$ cat src/rtl/tile_board_mmio.sv
// tile_board_mmio: memory-mapped tile-state bank for the rotating memory game.
// It sits on the CPU data bus beside the RAM and drives packed tile vectors to the VGA controller.
// Besides the per-tile ON/SOLVED/COLOR registers it provides:
//   - a button-event FIFO;
//   - a frame-counted auto-hide timer for revealed tiles;
//   - an aggregate status register.
//
// Register map, word offsets from BASE_ADDR:
//   0..N-1  TILE[i]  bit0 ON, bit1 SOLVED, bits[8 +: COLOR_W] COLOR
//   N+0     REVEAL   reload value for the reveal timer, in frames
//   N+1     EVENT    read-to-pop: {valid, 27'b0, mask[3:0]}
//   N+2     STATUS   bit0 all_solved, bit1 overflow (write 1 to clear),
//                    bits[12:8] FIFO count, bits[31:16] timer
//   N+3     CTRL     bit0 autohide_en
//
// Ports:
//   clock, reset         system clock; asynchronous active-high reset
//   wEn, rEn, addr       bus strobes and word address
//   dataIn, dataOut      write data; registered read data (1-cycle latency)
//   btn                  synchronised button levels {BTND, BTNU, BTNL, BTNR}
//   frame_tick           one-cycle pulse per video frame
//   tile_on/_color/_solved  packed tile state for the video path
//   all_solved           AND of tile_solved (0 while in reset)
//   irq                  high while the event FIFO is non-empty
module tile_board_mmio #(
  parameter int unsigned       NUM_TILES  = 16,
  parameter int unsigned       COLOR_W    = 12,
  parameter int unsigned       ADDR_W     = 12,
  parameter logic [ADDR_W-1:0] BASE_ADDR  = 12'hF00,
  parameter int unsigned       TIMER_W    = 16,
  parameter int unsigned       FIFO_DEPTH = 4
) (
  input  logic                         clock,
  input  logic                         reset,
  input  logic                         wEn,
  input  logic                         rEn,
  input  logic [ADDR_W-1:0]            addr,
  input  logic [31:0]                  dataIn,
  output logic [31:0]                  dataOut,
  input  logic [3:0]                   btn,
  input  logic                         frame_tick,
  output logic [NUM_TILES-1:0]         tile_on,
  output logic [NUM_TILES*COLOR_W-1:0] tile_color,
  output logic [NUM_TILES-1:0]         tile_solved,
  output logic                         all_solved,
  output logic                         irq
);

  localparam int unsigned PTR_W = $clog2(FIFO_DEPTH);
  localparam int unsigned CNT_W = $clog2(FIFO_DEPTH + 1);

  localparam logic [ADDR_W-1:0] OFF_REVEAL = ADDR_W'(NUM_TILES);
  localparam logic [ADDR_W-1:0] OFF_EVENT  = ADDR_W'(NUM_TILES + 1);
  localparam logic [ADDR_W-1:0] OFF_STATUS = ADDR_W'(NUM_TILES + 2);
  localparam logic [ADDR_W-1:0] OFF_CTRL   = ADDR_W'(NUM_TILES + 3);
  localparam logic [ADDR_W-1:0] OFF_END    = ADDR_W'(NUM_TILES + 4);
  localparam logic [CNT_W-1:0]  FIFO_FULL  = CNT_W'(FIFO_DEPTH);

  typedef enum logic {StIdle = 1'b0, StCounting = 1'b1} state_e;

  // Tile state
  logic [NUM_TILES-1:0] r_on;
  logic [NUM_TILES-1:0] r_solved;
  logic [COLOR_W-1:0]   r_color [NUM_TILES];

  // Control / timer state
  logic [TIMER_W-1:0] r_reveal;
  logic               r_autohide;
  state_e             r_state;
  state_e             w_state_d;
  logic [TIMER_W-1:0] r_timer;
  logic [TIMER_W-1:0] w_timer_d;
  logic               w_expire;

  // Event FIFO
  logic [3:0]       r_fifo [FIFO_DEPTH];
  logic [PTR_W-1:0] r_wptr;
  logic [PTR_W-1:0] r_rptr;
  logic [CNT_W-1:0] r_count;
  logic             r_ovf;
  logic [3:0]       r_btn_q;

  // Decode
  logic [ADDR_W-1:0] w_off;
  logic              w_hit;
  logic              w_wr;
  logic              w_tile_wr;
  logic              w_arm;
  logic              w_ctrl_clr;
  logic [31:0]       w_rdata;

  logic [3:0] w_rise;
  logic       w_push_req;
  logic       w_push;
  logic       w_pop;
  logic       w_empty;
  logic       w_full;
  logic       w_ovf_set;

  logic w_unused;
  assign w_unused = ^dataIn;

  assign w_off      = addr - BASE_ADDR;
  assign w_hit      = (addr >= BASE_ADDR) && (w_off < OFF_END);
  assign w_wr       = wEn && w_hit;
  assign w_tile_wr  = w_wr && (w_off < OFF_REVEAL);
  // Revealing an unsolved tile (re)starts the shared hide countdown.
  assign w_arm      = w_tile_wr && dataIn[0] && !dataIn[1] && r_autohide;
  assign w_ctrl_clr = w_wr && (w_off == OFF_CTRL) && !dataIn[0];

  // ---------------------------------------------------------------------------
  // Button edge detection and FIFO control
  // ---------------------------------------------------------------------------
  assign w_rise     = btn & ~r_btn_q;
  assign w_push_req = |w_rise;
  assign w_empty    = (r_count == '0);
  assign w_full     = (r_count == FIFO_FULL);
  // A write in the same cycle wins over the read, so no pop then.
  assign w_pop      = rEn && !wEn && w_hit && (w_off == OFF_EVENT) && !w_empty;
  // A pop in the same cycle frees a slot, so a full FIFO can still accept.
  assign w_push     = w_push_req && (!w_full || w_pop);
  assign w_ovf_set  = w_push_req && w_full && !w_pop;

  always_ff @(posedge clock or posedge reset) begin
    if (reset) begin
      r_btn_q <= '0;
      r_wptr  <= '0;
      r_rptr  <= '0;
      r_count <= '0;
      r_ovf   <= 1'b0;
      for (int i = 0; i < FIFO_DEPTH; i++) r_fifo[i] <= '0;
    end else begin
      r_btn_q <= btn;
      if (w_push) begin
        r_fifo[r_wptr] <= w_rise;
        r_wptr         <= r_wptr + 1'b1;
      end
      if (w_pop) r_rptr <= r_rptr + 1'b1;
      if (w_push && !w_pop) r_count <= r_count + 1'b1;
      else if (!w_push && w_pop) r_count <= r_count - 1'b1;
      if (w_ovf_set) r_ovf <= 1'b1;
      else if (w_wr && (w_off == OFF_STATUS) && dataIn[1]) r_ovf <= 1'b0;
    end
  end

  // ---------------------------------------------------------------------------
  // Reveal timer FSM
  // ---------------------------------------------------------------------------
  always_comb begin
    w_state_d = r_state;
    w_timer_d = r_timer;
    w_expire  = 1'b0;
    case (r_state)
      StCounting: begin
        if (frame_tick) begin
          if (r_timer == TIMER_W'(1)) begin
            w_expire  = 1'b1;
            w_timer_d = '0;
            w_state_d = StIdle;
          end else begin
            w_timer_d = r_timer - TIMER_W'(1);
          end
        end
      end
      default: ;
    endcase
    // A restart overrides any countdown step in the same cycle.
    if (w_arm) begin
      if (r_reveal == '0) begin
        w_timer_d = '0;
        w_state_d = StIdle;
      end else begin
        w_timer_d = r_reveal;
        w_state_d = StCounting;
      end
    end
    if (w_ctrl_clr) begin
      w_timer_d = '0;
      w_state_d = StIdle;
    end
  end

  always_ff @(posedge clock or posedge reset) begin
    if (reset) begin
      r_state    <= StIdle;
      r_timer    <= '0;
      r_reveal   <= '0;
      r_autohide <= 1'b0;
    end else begin
      r_state <= w_state_d;
      r_timer <= w_timer_d;
      if (w_wr && (w_off == OFF_REVEAL)) r_reveal <= dataIn[TIMER_W-1:0];
      if (w_wr && (w_off == OFF_CTRL)) r_autohide <= dataIn[0];
    end
  end

  // ---------------------------------------------------------------------------
  // Tile registers
  // ---------------------------------------------------------------------------
  always_ff @(posedge clock or posedge reset) begin
    if (reset) begin
      r_on     <= '0;
      r_solved <= '0;
      for (int i = 0; i < NUM_TILES; i++) r_color[i] <= '0;
    end else begin
      for (int i = 0; i < NUM_TILES; i++) begin
        if (w_expire && r_on[i] && !r_solved[i]) r_on[i] <= 1'b0;
        // Placed after the hide so a coincident bus write to this tile wins.
        if (w_tile_wr && (w_off == ADDR_W'(i))) begin
          r_on[i]     <= dataIn[0];
          r_solved[i] <= dataIn[1];
          r_color[i]  <= dataIn[8 +: COLOR_W];
        end
      end
    end
  end

  // ---------------------------------------------------------------------------
  // Read path
  // ---------------------------------------------------------------------------
  always_comb begin
    w_rdata = '0;
    if (w_hit) begin
      for (int i = 0; i < NUM_TILES; i++) begin
        if (w_off == ADDR_W'(i)) w_rdata = 32'({r_color[i], 6'b0, r_solved[i], r_on[i]});
      end
      if (w_off == OFF_REVEAL) w_rdata = 32'(r_reveal);
      // Shows the head even when a coincident write suppresses the pop.
      if ((w_off == OFF_EVENT) && !w_empty) w_rdata = {1'b1, 27'b0, r_fifo[r_rptr]};
      if (w_off == OFF_STATUS) begin
        w_rdata[0]     = &r_solved;
        w_rdata[1]     = r_ovf;
        w_rdata[12:8]  = 5'(r_count);
        w_rdata[31:16] = 16'(r_timer);
      end
      if (w_off == OFF_CTRL) w_rdata[0] = r_autohide;
    end
  end

  always_ff @(posedge clock or posedge reset) begin
    if (reset) dataOut <= '0;
    else if (rEn) dataOut <= w_rdata;
  end

  // ---------------------------------------------------------------------------
  // Outputs
  // ---------------------------------------------------------------------------
  always_comb begin
    tile_color = '0;
    for (int i = 0; i < NUM_TILES; i++) tile_color[i*COLOR_W +: COLOR_W] = r_color[i];
  end

  assign tile_on     = r_on;
  assign tile_solved = r_solved;
  assign all_solved  = !reset && (&r_solved);
  assign irq         = !w_empty;

endmodule

$ cat config.mk
export PLATFORM = sky130hd
export DESIGN_NAME = tile_board_mmio
export DESIGN_NICKNAME = d
export VERILOG_FILES = /design/src/rtl/tile_board_mmio.sv
export SDC_FILE = /design/constraint.sdc
export NUM_CORES = 1
export LEC_CHECK = 0
export BUFFER_PORTS_ARGS = -buffer_cell sky130_fd_sc_hd__buf_4
export CAP_MARGIN = 20
export CORE_UTILIZATION = 35
export DETAILED_ROUTE_END_ITERATION = 8
export PLACE_DENSITY_LB_ADDON = 0.05
export SLEW_MARGIN = 20
export SYNTH_ARGS = -nofsm -noshare
export SYNTH_HDL_FRONTEND = slang
export SYNTH_SLANG_ARGS = --single-unit
$ cat constraint.sdc
create_clock -name clock -period 8.9 [get_ports clock]
set_input_delay 0.89 -clock clock [delete_from_list [all_inputs] [get_ports clock]]
set_output_delay 0.89 -clock clock [all_outputs]
set_load 0.005 [all_outputs]
After elaboration in Yosys (flattened, before gate mapping)
Cells that the tools add are included.
{"block": "word_totals", "reg_bits": 318, "n_memories": 0, "word_cells": 301, "output_inout_bits": 258, "inputBits": 53, "latch_bits": 0, "ramBits": 0, "rom_bits": 0}
{"block": "op_classes", "n_lt_le_gt_ge": 6, "bitwise_logic": 4, "muxes": 80, "n_addsub": 6, "n_div": 0, "shift": 0, "n_reduce_logical": 122, "multipliers": 0, "eq_ne": 21}
{"op": "$mux 32", "n": 18}
{"op": "$mux 16", "n": 7}
{"op": "$eq 12x4->1 const B", "n": 8}
{"op": "$logic_and 1x1->1", "n": 71}
{"op": "$eq 12x3->1 const B", "n": 4}
{"op": "$eq 12x5->1 const B", "n": 4}
{"op": "$mux 1", "n": 44}
{"op": "$reduce_bool 2->1", "n": 18}
{"op": "$eq 12x2->1 const B", "n": 2}
{"op": "$logic_not 1->1", "n": 24}
{"op": "$lt 12x5->1 const B", "n": 2}
{"op": "$mux 20", "n": 1}
{"op": "$bwmux 16", "n": 1}
{"op": "$eq 16x1->1 const B", "n": 1}
{"op": "$logic_not 16->1", "n": 1}
{"op": "$reduce_and 16->1", "n": 1}
{"op": "$sub 16x1->16 const B", "n": 1}
{"op": "$eq 12x1->1 const B", "n": 1}
{"op": "$ge 12x12->1 const B", "n": 1}
{"op": "$logic_not 12->1", "n": 1}
{"op": "$mux 4", "n": 3}
{"op": "$sub 12x12->12 const B", "n": 1}
{"op": "$bmux 4 s2", "n": 1}
{"op": "$demux 4 s2", "n": 1}
{"op": "other kinds (17)", "n": 22}

Depth between registers and ports, before layout
{"block": "depth", "ltp_word": 23, "depth_mapped": 12, "mapped_depth_nobuf": 10}

Worst setup path before layout
OpenSTA, ideal clock, no wires.
{"block": "synth_path", "path_type": "input to output", "startpoint": "in reset", "endpoint": "out all_solved", "setup_slack_ns": -0.080, "required_time_ns": 8.010, "arrival_time_ns": 8.090, "cell_stages": 2, "n_path_buf": 0, "path_cell_list": "inv_1 > and2_1"}
{"block": "synth_via", "elab_chain_cells": 2}
{"element": "start: declaration", "line": "34", "text": "input logic reset,"}
{"element": "$logic_not 1->1", "line": "255", "text": "assign all_solved = !reset && (&r_solved);"}
{"element": "$logic_and 1x1->1", "line": "255"}
{"element": "end: declaration", "line": "45", "text": "output logic all_solved,"}
No other way between the ends.

Worst setup path after layout
{"block": "layout_path", "startpoint": "in addr[1]", "endpoint": "reg r_color (netlist bit tile_color[174])"}
{"block": "layout_via", "elab_chain_cells": 6, "elab_cells_between_ends": 9, "cone_classes": "add/sub (1); order compare (3); eq/ne (1); reduce/logical (4)"}
{"element": "start: declaration", "line": "37", "text": "input logic [ADDR_W-1:0] addr,"}
{"element": "$sub 12x12->12", "line": "103", "text": "assign w_off = addr - BASE_ADDR;"}
{"element": "$lt 12x5->1", "line": "104", "text": "assign w_hit = (addr >= BASE_ADDR) && (w_off < OFF_END);"}
{"element": "$logic_and 1x1->1", "line": "104"}
{"element": "$logic_and 1x1->1", "line": "105", "text": "assign w_wr = wEn && w_hit;"}
{"element": "$logic_and 1x1->1", "line": "106", "text": "assign w_tile_wr = w_wr && (w_off < OFF_REVEAL);"}
{"element": "$logic_and 1x1->1 *", "line": "209", "text": "if (w_tile_wr && (w_off == ADDR_W'(i))) begin"}
{"element": "end signal: indexed assignment", "line": "212", "text": "r_color[i] <= dataIn[8 +: COLOR_W];"}
{"element": "end: declaration", "line": "64", "text": "logic [COLOR_W-1:0] r_color [NUM_TILES];"}
Mark *: on every way between the ends. The rest lies on a longest branch, timed or not.
A chain may end at the register's enable or synchronous reset.

==> reports/results.txt <==
Among all flip-flop cells after synthesis, the most frequent one is sky130_fd_sc_hd__dfrtp_1. The clock passes through at most 3 buffers. The Yosys step of the flow raised 0 warnings.

Adding up every negative setup slack in the final design gives 0 ns. After synthesis, the mean cell area works out to 11.54 µm². The number of placement rows came out at 76. The run finished with clean final reports.

Summed over all nets, the switching power comes to 0.8374 mW. Summing over every cut layer, the via total after detailed routing is 13450. The logic gate share of total power came out at 0.080. The clock latency on the worst-skew pair was 0.56 ns; the count of flip-flops with a built-in enable after synthesis was 0. The top-level port count is 311, and the worst stage delay on the critical path is 0.69 ns. The worst ir drop on vdd was 0.0001047 V. Wire length after detailed routing: 66630 µm. Internal power comes to 2.558 mW. Compared with the post-synthesis result, the final layout area differs by 26.99%.

In this run the clock root is driven by a sky130_fd_sc_hd__clkbuf_16. The switching portion of total power was 0.2466. The tools report the antenna violation net count after detailed routing as 0.

In this run the post-CTS setup repair buffer count came out at 0. Static timing analysis puts the maximum clock frequency at 0.2346 GHz. The multi-input combinational cells in the finished layout cover a total of 7212 µm². Leftover overflow at the end of global routing: 0. The via count of the first global-routing pass is 13010, and the detailed-router iteration count before antenna repair is 6. Setup violations remaining at the end of the flow were counted as 0.

Max-cap violations in this run came to 0. The largest total area in the synthesized netlist belongs to sky130_fd_sc_hd__dfrtp_1. The post-synthesis instance total is 1348.

The xor/xnor share of the synthesized area was 0.006191; the die outline area was 45310 µm². Final clock period utilization by the worst path: 0.4789. The run gives 0.469 as the clock power share. Registers take 7958 µm².

Total leakage power: 9.411 nW. The worst setup path is of the in -> reg kind. By area, the combinational part of the netlist is dominated by multiplexers. In this run the worst path has a maximum fanout of 40. The tools report the worst relative slew slack as 0.2012. The wire-length estimate of the detail-placed layout is 46990 µm.

Data on the critical path is required at its endpoint by 9.33 ns. Together, buffers and inverters on the worst path number 2. The number of sinks driven by the clock tree was 318.

Routability-driven placement finished with a final weighted congestion of 0.9188. Fill cells in the final layout number 4224. The power per standard cell area was 171.8 nW/µm². The critical path goes through buf_4 > buf_4 > nor2b_1 > nand2_1 > nor2_1 > nand2_1 > mux2_2. Setup repair after global routing left no endpoint under its margin.

Sequential cell area fraction in the yosys report: 0.5113. The tools report the hold violation total from the final report as 0. Launching element type of the critical path: an input port. The total core area was 43460 µm²; the average wire per standard cell was 29.79 µm. The detailed-route vias per instance came out at 6.013. The multiplexer fraction of the synthesized cell area was 0.2016; the power after layout was 3.395 mW. The ratio of cells with drive above 1 in the final layout is 0.4116.

The logs give 0 for the hold-fix buffer count after cts and 0 for the number of antenna violations at the first check in global routing. The simple logic cell fraction of the synthesized area was 0.1077; the clock skew after layout was 0.01943 ns. For this run, the post-layout net count is 1689.

The tools report the final worst-path setup slack as 4.638 ns. Largest delay contributor family on the critical path: simple AND/OR/NAND/NOR gates. Pin count of the biggest net entering global routing: 160.

For this design, the slowest cell found on the critical path is sky130_fd_sc_hd__nand2_1. The number of antenna diodes in the final layout is 0. The die is 212.9 µm wide. The min-delay analysis places its worst path in the category in -> reg. The worst path arrival time was 4.69 ns; the number of DRC violations after detailed routing was 0. The unique cell type count in the Yosys netlist is 75, and the fraction of the mapped netlist area in adder cells is 0.006914. For the global-route usage over all layers, the log shows 0.2931. The number of max-slew violations in the final report is 0. After clock tree synthesis, the repair step resized 0 gates.

The initial core utilization is 0.3581. The share of synthesized registers carrying an async set or reset works out to 1.000. In this run the tool buffered the top-level ports with 298 buffer cells.

The violation count after the first detailed-routing iteration was 1434; the actual slew at the worst max-slew pin was 1.192 ns. The first global-routing pass estimated 94850 µm of wire. The run gives 0.451 as the portion of total power attributed to sequential cells. The total number of H-tree levels was 2.

Measured along the y axis, the die boundary spans 212.9 µm. Ranked by total cell area, the synthesized netlist is headed by sky130_fd_sc_hd__dfrtp_1, sky130_fd_sc_hd__mux2_2, sky130_fd_sc_hd__nand2_1. The mapped netlist covers 15560 µm². TritonCTS built the clock tree. After clock tree synthesis, the clock-pin slew on the worst setup and hold paths is 0.05 ns.

STA classifies the critical path endpoint as a flop. The tools report the post-synthesis net count as 1409. Timing analysis after detailed placement gives a worst setup slack of 4.185 ns. The final critical-path required period was 4.262 ns. The share of the synthesized area in compound gates (AO/OA/AOI/OAI) came out at 0.1372. In this run, synthesis produced a sequential element count of 318. The post-layout utilization of the core was 0.4548; the top cell type's share of synthesized area was 0.5113. CTS buffer count: 38.
==> layer usage <==
layer	wire [µm]	share of wire	vias to the layer above	GRT usage
li1	-	-	5659	-
met1	29890	0.45	6988	0.4232
met2	29490	0.44	679	0.4421
met3	4938	0.074	124	0.04927
met4	2309	0.035	0	0.1010
met5	0	0	-	0
==> layout make-up <==
type                       instances  share of cell area
clock buffer                      52             0.05641
timing repair buffer             335              0.1289
multi-input combinational        921              0.3649
sequential                       318              0.4027
tap                              585             0.03704
inverter                          14            0.002849
clock inverter                    12            0.007217
==> worst reg2reg max path, stage by stage (launching register included) <==
cell and delay [ns]:
sky130_fd_sc_hd__dfrtp_1 0.52, sky130_fd_sc_hd__o31a_1 0.24, sky130_fd_sc_hd__nand4_1 0.21, sky130_fd_sc_hd__or3_1 0.55, sky130_fd_sc_hd__a31oi_4 0.36, sky130_fd_sc_hd__ha_1 0.24
sky130_fd_sc_hd__inv_1 0.06, sky130_fd_sc_hd__fa_1 0.38, sky130_fd_sc_hd__xor2_1 0.17, sky130_fd_sc_hd__nor2_1 0.11, sky130_fd_sc_hd__xor2_1 0.15
==> logic make-up after synthesis <==
group / after synthesis
AO/OA/AOI/OAI: 306
XOR/XNOR: 11
adder cells (fa/ha/maj): 8
buffers and inverters: 109
flip-flops: 318
multiplexers: 271
AND/OR/NAND/NOR: 325
==> worst paths after layout <==
check,start,endpoint,slack (ns),depth (start not counted)
min,btn[3],r_btn_q[3]$_DFF_PP0_,0.46,1
max in group asynchronous,reset,r_btn_q[1]$_DFF_PP0_,6.31,5
min reg2reg,dataOut[2]$_DFFE_PP0P_,dataOut[2]$_DFFE_PP0P_,0.49,1
min in group asynchronous,reset,tile_color[105]$_DFFE_PP0P_,0.49,3
max,addr[1],tile_color[174]$_DFFE_PP0P_,4.64,7
max reg2reg,r_count[2]$_DFFE_PP0P_,r_count[2]$_DFFE_PP0P_,5.83,10
==> cells in the final DEF, fill, tap and decap left out, types with 11 or more instances in the layout <==
cell / netlist / routed
sky130_fd_sc_hd__nand3_1: 32 / 32
sky130_fd_sc_hd__o21ai_0: 60 / 60
sky130_fd_sc_hd__nor2_1: 70 / 67
sky130_fd_sc_hd__nor2b_1: 12 / 12
sky130_fd_sc_hd__a32oi_1: 12 / 12
sky130_fd_sc_hd__dfrtp_1: 318 / 318
sky130_fd_sc_hd__o22ai_1: 15 / 15
sky130_fd_sc_hd__nand4_1: 21 / 21
sky130_fd_sc_hd__mux2_2: 249 / 249
sky130_fd_sc_hd__clkbuf_16: 0 / 39
sky130_fd_sc_hd__buf_4: 1 / 333
sky130_fd_sc_hd__nor4_1: 22 / 19
sky130_fd_sc_hd__o211ai_1: 19 / 19
sky130_fd_sc_hd__nor3_1: 23 / 19
sky130_fd_sc_hd__a221oi_1: 11 / 11
sky130_fd_sc_hd__mux2i_1: 13 / 13
sky130_fd_sc_hd__a21oi_1: 49 / 49
sky130_fd_sc_hd__a22o_1: 19 / 19
sky130_fd_sc_hd__a22oi_1: 35 / 35
sky130_fd_sc_hd__nand2_1: 89 / 89
sky130_fd_sc_hd__inv_1: 13 / 12
==> synthesized netlist by cell type, types with 6 or more instances <==
cell type and n:
sky130_fd_sc_hd__a211oi_1 8, sky130_fd_sc_hd__a21oi_1 49, sky130_fd_sc_hd__a221oi_1 11, sky130_fd_sc_hd__a22o_1 19, sky130_fd_sc_hd__a22oi_1 35, sky130_fd_sc_hd__a31oi_1 9
sky130_fd_sc_hd__a32oi_1 12, sky130_fd_sc_hd__buf_1 6, sky130_fd_sc_hd__buf_2 26, sky130_fd_sc_hd__clkbuf_1 61, sky130_fd_sc_hd__dfrtp_1 318, sky130_fd_sc_hd__ha_1 7
sky130_fd_sc_hd__inv_1 13, sky130_fd_sc_hd__mux2_2 249, sky130_fd_sc_hd__mux2i_1 13, sky130_fd_sc_hd__mux4_2 9, sky130_fd_sc_hd__nand2_1 89, sky130_fd_sc_hd__nand2b_1 10
sky130_fd_sc_hd__nand3_1 32, sky130_fd_sc_hd__nand4_1 21, sky130_fd_sc_hd__nor2_1 70, sky130_fd_sc_hd__nor2b_1 12, sky130_fd_sc_hd__nor3_1 23, sky130_fd_sc_hd__nor4_1 22
sky130_fd_sc_hd__o2111ai_1 6, sky130_fd_sc_hd__o211ai_1 19, sky130_fd_sc_hd__o21ai_0 60, sky130_fd_sc_hd__o22ai_1 15, sky130_fd_sc_hd__o2bb2ai_1 10, sky130_fd_sc_hd__o31ai_1 10
sky130_fd_sc_hd__or3_1 6, sky130_fd_sc_hd__xnor2_1 6
==> power groups by stage <==
stage | Combinational [mW] | Sequential (mW) | Clock [mW]
2_1_floorplan | 0.185 | 1.54 | 0
3_3_place_gp | 0.266 | 1.56 | 0
3_5_place_dp | 0.273 | 1.56 | 0
4_1_cts | 0.273 | 1.53 | 1.62
5_1_grt | 0.296 | 1.54 | 1.67
6_report | 0.271 | 1.53 | 1.59
==> metrics by stage <==
stage / hold slack (ns) / std cells / area, µm²
floorplan: 0.4480 / 1348 / 15570
global placement: 0.4773 / 2172 / 18480
detailed placement: 0.4743 / 2173 / 18510
CTS: 0.4336 / 2237 / 19760
global route: 0.4456 / 2237 / 19760
finish: 0.4601 / 2237 / 19760
==> state kept, by name, summed over array words and instances, names as in the netlist <==
name / count
r_timer: 16
r_ovf: 1
r_rptr: 2
tile_on: 16
tile_solved: 16
r_btn_q: 4
r_wptr: 2
r_fifo: 16
r_state: 1
r_count: 3
dataOut: 32
r_autohide: 1
tile_color: 192
r_reveal: 16
Power figures use the tool's default switching activity.
